## src/rtl/multi_fifo_hs.sv

```systemverilog
// Multi-lane FIFO with per-lane valid/ready on push and pop sides.
// Push lanes are compacted in lane order; depth need not be a power of two.
module multi_fifo_hs #(
  parameter int WIDTH     = 32,
  parameter int M         = 4,
  parameter int N         = 4,
  parameter int DEPTH     = 12,
  parameter bit FULL_PASS = 1'b0,
  localparam int CNT_W    = $clog2(DEPTH+1)
) (
  input  logic                    clk,
  input  logic                    rst,
  input  logic                    clear,
  input  logic [M-1:0]            push_valid,
  input  logic [M-1:0][WIDTH-1:0] push_data,
  output logic [M-1:0]            push_ready,
  output logic [N-1:0]            pop_valid,
  output logic [N-1:0][WIDTH-1:0] pop_data,
  input  logic [N-1:0]            pop_ready,
  output logic [CNT_W-1:0]        count,
  output logic                    full,
  output logic                    empty,
  output logic                    pop_err
);

  localparam int PTR_W = (DEPTH > 1) ? $clog2(DEPTH) : 1;
  localparam int SUM_W = CNT_W + 1;
  typedef logic [SUM_W-1:0] sum_t;
  localparam sum_t DEPTH_S = sum_t'(DEPTH);

  // Operands are always < 2*DEPTH, so one conditional subtract suffices.
  function automatic logic [PTR_W-1:0] wrap(input sum_t s);
    sum_t r;
    r = (s >= DEPTH_S) ? s - DEPTH_S : s;
    return r[PTR_W-1:0];
  endfunction

  logic [WIDTH-1:0] mem [DEPTH];
  logic [PTR_W-1:0] wptr, rptr;
  sum_t             pops, pushes, space, acc;
  sum_t             rank [M];
  logic             run, pop_bad;

  for (genvar j = 0; j < N; j++) begin : g_pop
    assign pop_valid[j] = sum_t'(j) < sum_t'(count);
    assign pop_data[j]  = pop_valid[j] ? mem[wrap(sum_t'(rptr) + sum_t'(j))] : '0;
  end

  // Only the leading run of ready&valid lanes pops; anything else is a protocol error.
  always_comb begin
    pops    = '0;
    run     = 1'b1;
    pop_bad = 1'b0;
    for (int j = 0; j < N; j++) begin
      if (run && pop_ready[j] && pop_valid[j]) pops = pops + sum_t'(1);
      else begin
        run = 1'b0;
        if (pop_ready[j]) pop_bad = 1'b1;
      end
    end
  end

  assign space = DEPTH_S - sum_t'(count) + (FULL_PASS ? pops : '0);

  always_comb begin
    acc        = '0;
    pushes     = '0;
    push_ready = '0;
    for (int i = 0; i < M; i++) begin
      rank[i]       = acc;
      push_ready[i] = !clear && push_valid[i] && (acc < space);
      if (push_ready[i]) pushes = pushes + sum_t'(1);
      acc = acc + sum_t'(push_valid[i]);
    end
  end

  always_ff @(posedge clk) begin
    for (int i = 0; i < M; i++)
      if (push_ready[i]) mem[wrap(sum_t'(wptr) + rank[i])] <= push_data[i];
  end

  always_ff @(posedge clk or posedge rst) begin
    if (rst) begin
      wptr    <= '0;
      rptr    <= '0;
      count   <= '0;
      pop_err <= 1'b0;
    end else if (clear) begin
      wptr    <= '0;
      rptr    <= '0;
      count   <= '0;
      pop_err <= 1'b0;
    end else begin
      wptr  <= wrap(sum_t'(wptr) + pushes);
      rptr  <= wrap(sum_t'(rptr) + pops);
      count <= CNT_W'(sum_t'(count) + pushes - pops);
      if (pop_bad) pop_err <= 1'b1;
    end
  end

  assign full  = (count == CNT_W'(DEPTH));
  assign empty = (count == '0);

endmodule

```

## config.mk

```make
export PLATFORM = sky130hd
export DESIGN_NAME = multi_fifo_hs
export DESIGN_NICKNAME = d
export VERILOG_FILES = /design/src/rtl/multi_fifo_hs.sv
export SDC_FILE = /design/constraint.sdc
export NUM_CORES = 2
export LEC_CHECK = 0
export CORE_ASPECT_RATIO = 1.75
export CORE_MARGIN = 2
export CORE_UTILIZATION = 29
export CTS_BUF_LIST = sky130_fd_sc_hd__clkbuf_8 sky130_fd_sc_hd__clkbuf_16
export CTS_CLUSTER_DIAMETER = 50
export CTS_CLUSTER_SIZE = 40
export DETAILED_ROUTE_END_ITERATION = 7
export PLACE_DENSITY = 0.47
export SYNTH_ARGS = -nofsm -noshare
export SYNTH_HDL_FRONTEND = slang
export SYNTH_SLANG_ARGS = --single-unit
export TNS_END_PERCENT = 1
```

## constraint.sdc

```tcl
create_clock -name clk -period 6.3 [get_ports clk]
set_input_delay 1.575 -clock clk [delete_from_list [all_inputs] [get_ports clk]]
set_output_delay 1.575 -clock clk [all_outputs]
set_load 0.03 [all_outputs]
```

Word-level counts from Yosys, hierarchy flattened
Memories as Yosys holds them, arrays and structs flattened.
Cells that the tools add are included.
{ "op_classes": {"muxes": 46, "n_lt_le_gt_ge": 18, "add_sub_neg": 29, "eq_ne": 1, "reduce_logical": 18} }
{ "ops": {"columns": ["cell", "count"], "rows": [
  ["32-bit 2-to-1 mux", 4],
  ["4-bit 2-to-1 mux", 13],
  ["5-bit by 4-bit greater-or-equal comparator with 1-bit output, second input constant", 8],
  ["4-bit subtractor, second input constant", 10],
  ["5-bit by 1-bit adder with 5-bit output, second input constant", 5],
  ["5-bit 2-to-1 mux", 5],
  ["1-bit 2-to-1 mux", 23],
  ["1-bit logical AND", 15],
  ["4-bit by 2-bit adder with 5-bit output, second input constant", 2],
  ["4-bit by 5-bit adder with 5-bit output", 2],
  ["4-bit greater-or-equal comparator, second input constant", 2],
  ["1-bit by 4-bit less-than comparator with 1-bit output, first input constant", 2],
  ["2-bit by 4-bit less-than comparator with 1-bit output, first input constant", 2],
  ["4-bit by 1-bit adder with 5-bit output", 1],
  ["4-bit by 1-bit adder with 5-bit output, second input constant", 1],
  ["4-bit by 2-bit adder with 5-bit output", 1],
  ["4-bit by 3-bit adder with 5-bit output", 1],
  ["1-bit by 5-bit less-than comparator with 1-bit output", 1],
  ["1-bit by 5-bit less-than comparator with 1-bit output, first input constant", 1],
  ["2-bit by 5-bit less-than comparator with 1-bit output", 1],
  ["3-bit by 5-bit less-than comparator with 1-bit output", 1],
  ["4-bit by 4-bit subtractor with 5-bit output, first input constant", 1],
  ["4-bit adder", 1],
  ["4-bit == test, second input constant", 1],
  ["8 further kinds", 8]
]} }
{ "totals": {"ff_bits": 13, "inputBits": 139, "elab_cells": 117, "out_inout_bits": 143, "ram_bits": 384, "memories": 1} }
{ "mem_list": {"columns": ["name", "words", "width", "read_ports", "rd_clocked_by_memory_dff", "write_ports", "line", "rtl"], "rows": [
  ["mem", 12, 32, 4, 0, 4, "38", "logic [WIDTH-1:0] mem [DEPTH];"]
]} }

Depth between registers and ports, before layout
{ "logic_depth": {"word_depth": 16, "depth_mapped": 23, "depth_no_buf": 23} }

Least setup slack after synthesis
No wires, ideal clock.
{ "synth_timing": {"kind": "register -> output", "from": "reg rptr[0]", "to": "out pop_data[100] (netlist name)", "t_arrival_ns": 4.848, "n_path_buf": 8, "stages_incl_launch_ff": 19, "t_required_ns": 4.725, "slack_ns": -0.123, "cell_sequence": "dfrtp_1 clkbuf_1 inv_2 buf_1 ha_1 clkbuf_1 clkbuf_1 buf_1 xnor2_1 ha_1 a211o_1 clkbuf_1 o21ai_1 buf_2 clkbuf_1 a211oi_1 a211oi_1 o211ai_1 a32oi_1"} }
{ "synth_lines": {"columns": ["item", "line", "rtl"], "rows": [
  ["from (decl)", "39", "logic [PTR_W-1:0] wptr, rptr;"],
  ["from (signal assigned)", "95", "rptr <= wrap(sum_t'(rptr) + pops);"],
  ["to (decl)", "18", "output logic [N-1:0][WIDTH-1:0] pop_data,"]
]} }

==> impl_metrics.tcl <==
set metrics [dict create \
    outcome "completed" \
    layout_common_cells "nand2_1, nor2_1, edfxtp_1" \
    dp_hpwl_um 157000 \
    worstSetupPathDepth 15 \
    p_clk_share_pct 10.9 \
    setup_ws_ns 0.0665 \
    report.final.slew_viol_count 0 \
    r2r-end "wptr[2]$_DFF_PP0_" \
    worst-path-max-fanout 36 \
    internal-power_uw 14200 \
    rsz0062_at_grt "true" \
    syn_area_um2 40300 \
    post-synth-top-area-fraction_pct 28.6 \
    vias 42600 \
    whs_ns 0.578 \
    critical_path.endpoint "pop_data[127]" \
    max_slew.worst_pin.slew_ns 1.36 \
    placement.setup.worst_slack_ns 0.101 \
    final_cell_area_um2 49000 \
    placement_rows 181 \
    timing.max_slew.rel_slack_pct 9.45 \
    numPlacedInstances 6485 \
    synth-edff-count 384 \
    timing.critical_path.cells "ha_1 -> a21oi_2 -> xor2_4 -> inv_2 -> ha_1 -> a211o_2 -> o21ai_4 -> buf_12 -> mux2i_4 -> nand2_2 -> buf_6 -> o211ai_1 -> a32oi_2 -> buf_4 -> buf_4" \
    p_comb_share_pct 73.4 \
    synth-warning-count 0 \
    timing.final.crit_share_pct 98.9 \
    worst_ep_required_time_ns 4.72 \
    ys_seq_area_share_pct 29.4 \
    critical_path.slowest_cell "dfrtp_4" \
    worstSetupStartpointType "flip-flop" \
    path_delay_family "compound AO/OA/AOI/OAI gates" \
    global_route.usage.total_pct 31.4 \
    cts.htree.levels 2 \
    finish.cell_count_without_fillers 6597 \
    postSynthRegisterBits 397 \
    skew_ns 0.0451 \
    die-height_um 497 \
    path_class "flip-flop to primary output" \
    worst_path_largest_cell_delay_ns 0.50 \
    tritoncts "built" \
    sequential_share_of_power_pct 15.7 \
    place.gp.congestion 0.959 \
    setup-violations-final 0 \
    synth_area_leaders "edfxtp_1, mux4_2, nand2_1" \
    rrSetupSlack_ns 1.28 \
    count_of_nets_after_finishing 4917 \
    cts_made_buffers 54 \
    route.detailed.vias_per_inst 6.46 \
    final.fill_count 14200 \
    postLayoutCoreUtil_pct 35.3 \
    coreArea_um2 139000 \
    max_freq_mhz 160 \
    first_global_vias 41600 \
    ir_worst_vdd_v 0.000450 \
    antenna_violations_before_repair 20 \
    clockBufferDepth 3 \
    areaGrowthSynthToFinish_pct 21.4 \
    die_w_um 286 \
    synth.largest_area_cell "edfxtp_1" \
    drc 0 \
    synth_cell_type_count 75 \
    period_minus_slack_ns 6.23 \
    hold_path.class "flip-flop to flip-flop" \
    detailed_place.area_um2 47000 \
    cts_sinks 397 \
    endpoint_kind "primary output" \
    synth-main-ff-cell "edfxtp_1" \
    p_leak_uw 0.0181 \
    count_of_buffer_and_inverter_cells_on_the_critical_path 5 \
    synthArstFlopShare_pct 3.27 \
    grt_pass1_wl_um 319000 \
    pin_count 282 \
    final_hold_viol_count 0 \
    drive_above_1_share_pct 17.8 \
    placement.io_buffers 281 \
    gr-total-overflow 0 \
    max_cap_viol_count 0 \
    grt_start_max_net_pins 95 \
    netlist_instances 4687 \
    power_switching_share_pct 53.4 \
    postCtsHoldBufs 0 \
    timing.critical_path.from "rptr[1]$_DFF_PP0_" \
    worst_skew_pair.late_latency_ns 0.71 \
    drt-total-wl_um 229000 \
    power.density_nw_per_um2 624 \
    worst_setup_hold_path_clk_slew_ns 0.05 \
    detail_route.wl_per_cell_um 34.8 \
    route.antenna.remaining_nets 0 \
    fp.dieArea_um2 142000 \
    initial_core_util_pct 29.1 \
    syn_area_per_cell_um2 8.61 \
    worst_hold_path.num_cells 2 \
    net_switching_power_of_the_design_uw 16300 \
    worstReg2RegStart "count[0]$_DFF_PP0_" \
    worst-endpoint-arrival_ns 4.66 \
    firstDrtPassIters 6 \
    ff2ff_path_depth 22 \
    final_common_cell "nand2_1" \
    drtIter0Drc 4463 \
    clk_root_buffer_cell "clkbuf_16" \
]
-- routing by layer --
layer	up-vias	track usage (%)	wire length (µm)
met5	-	0	184
met4	28	24.5	21600
met3	1017	7.09	20100
met2	2730	53.1	110000
met1	21100	33.6	77400
li1	17700	-	-
-- flip-flops by register name, summed over array words and instances (netlist names) --
register and flops:
rptr 4, count 4, pop_err 1, wptr 4, mem 384
-- Yosys cell counts, types with 111 or more instances --
library cell	n
a21o_1	135
nor3_1	114
nand3_1	111
nor2_1	417
clkbuf_1	458
mux2i_1	257
nand2_1	1005
a21oi_1	124
o31ai_1	129
mux4_2	224
edfxtp_1	384
a211oi_1	345
-- worst min-delay path, stage by stage (launching register included) --
cell      delay, ns
dfrtp_1        0.34
a221oi_1       0.05
a21oi_1        0.14
-- power groups by stage --
stage	clock network [µW]	registers [µW]	logic, µW
6_report	3320	4810	22500
3_5_place_dp	0	4840	21900
3_3_place_gp	0	4830	21800
2_1_floorplan	0	4400	12000
5_1_grt	3420	4870	23300
4_1_cts	3360	4790	22100
-- timing repair --
action	in CTS	in global routing
pin swaps	1	1
resized for setup	9	11
endpoints found under the hold margin	0	0
setup buffers	2	2
setup endpoints to repair	36	34
-- metrics by stage --
stage               total power [µW]  setup TNS (ns)
finish                         30600               0
global route                   31600         -0.0500
CTS                            30200         -0.0277
detailed placement             26700               0
global placement               26600               0
floorplan                      16400               0
-- logic make-up (layout without fill, tap and decap cells) --
logic type      Yosys count  after routing  synth area share [%]
simple gates           1866           1866                  19.5
compound gates         1192           1192                  22.6
buf+inv                 653            725                  6.74
mux                     487            487                  19.0
flops                   397            397                  29.4
fa+ha+maj                63             63                  2.10
xor+xnor                 28             28                 0.608
other cells               1              9               0.00929
-- worst min path at each step --
stage	to	slack (ns)	start
global placement	pop_err$_DFFE_PP0P_	0.56	pop_err$_DFFE_PP0P_
floorplan	rptr[0]$_DFF_PP0_	0.73	rptr[0]$_DFF_PP0_
global route	pop_err$_DFFE_PP0P_	0.61	pop_err$_DFFE_PP0P_
CTS	pop_err$_DFFE_PP0P_	0.58	pop_err$_DFFE_PP0P_
finish	pop_err$_DFFE_PP0P_	0.58	pop_err$_DFFE_PP0P_
detailed placement	pop_err$_DFFE_PP0P_	0.57	pop_err$_DFFE_PP0P_
-- final cells by class --
| cell class | count | area, µm² | area share, % |
|---|---|---|---|
| clock inverters | 46 | 475 | 0.971 |
| flip-flops and latches | 397 | 11900 | 24.2 |
| repair buffers | 552 | 6270 | 12.8 |
| multi-input cells | 3638 | 26400 | 53.9 |
| clock buffers | 55 | 1380 | 2.81 |
| inverters | 72 | 272 | 0.554 |
| well taps | 1830 | 2290 | 4.68 |
| diodes | 7 | 17.5 | 0.0358 |
Note: power is estimated with default switching activity, not from simulation.
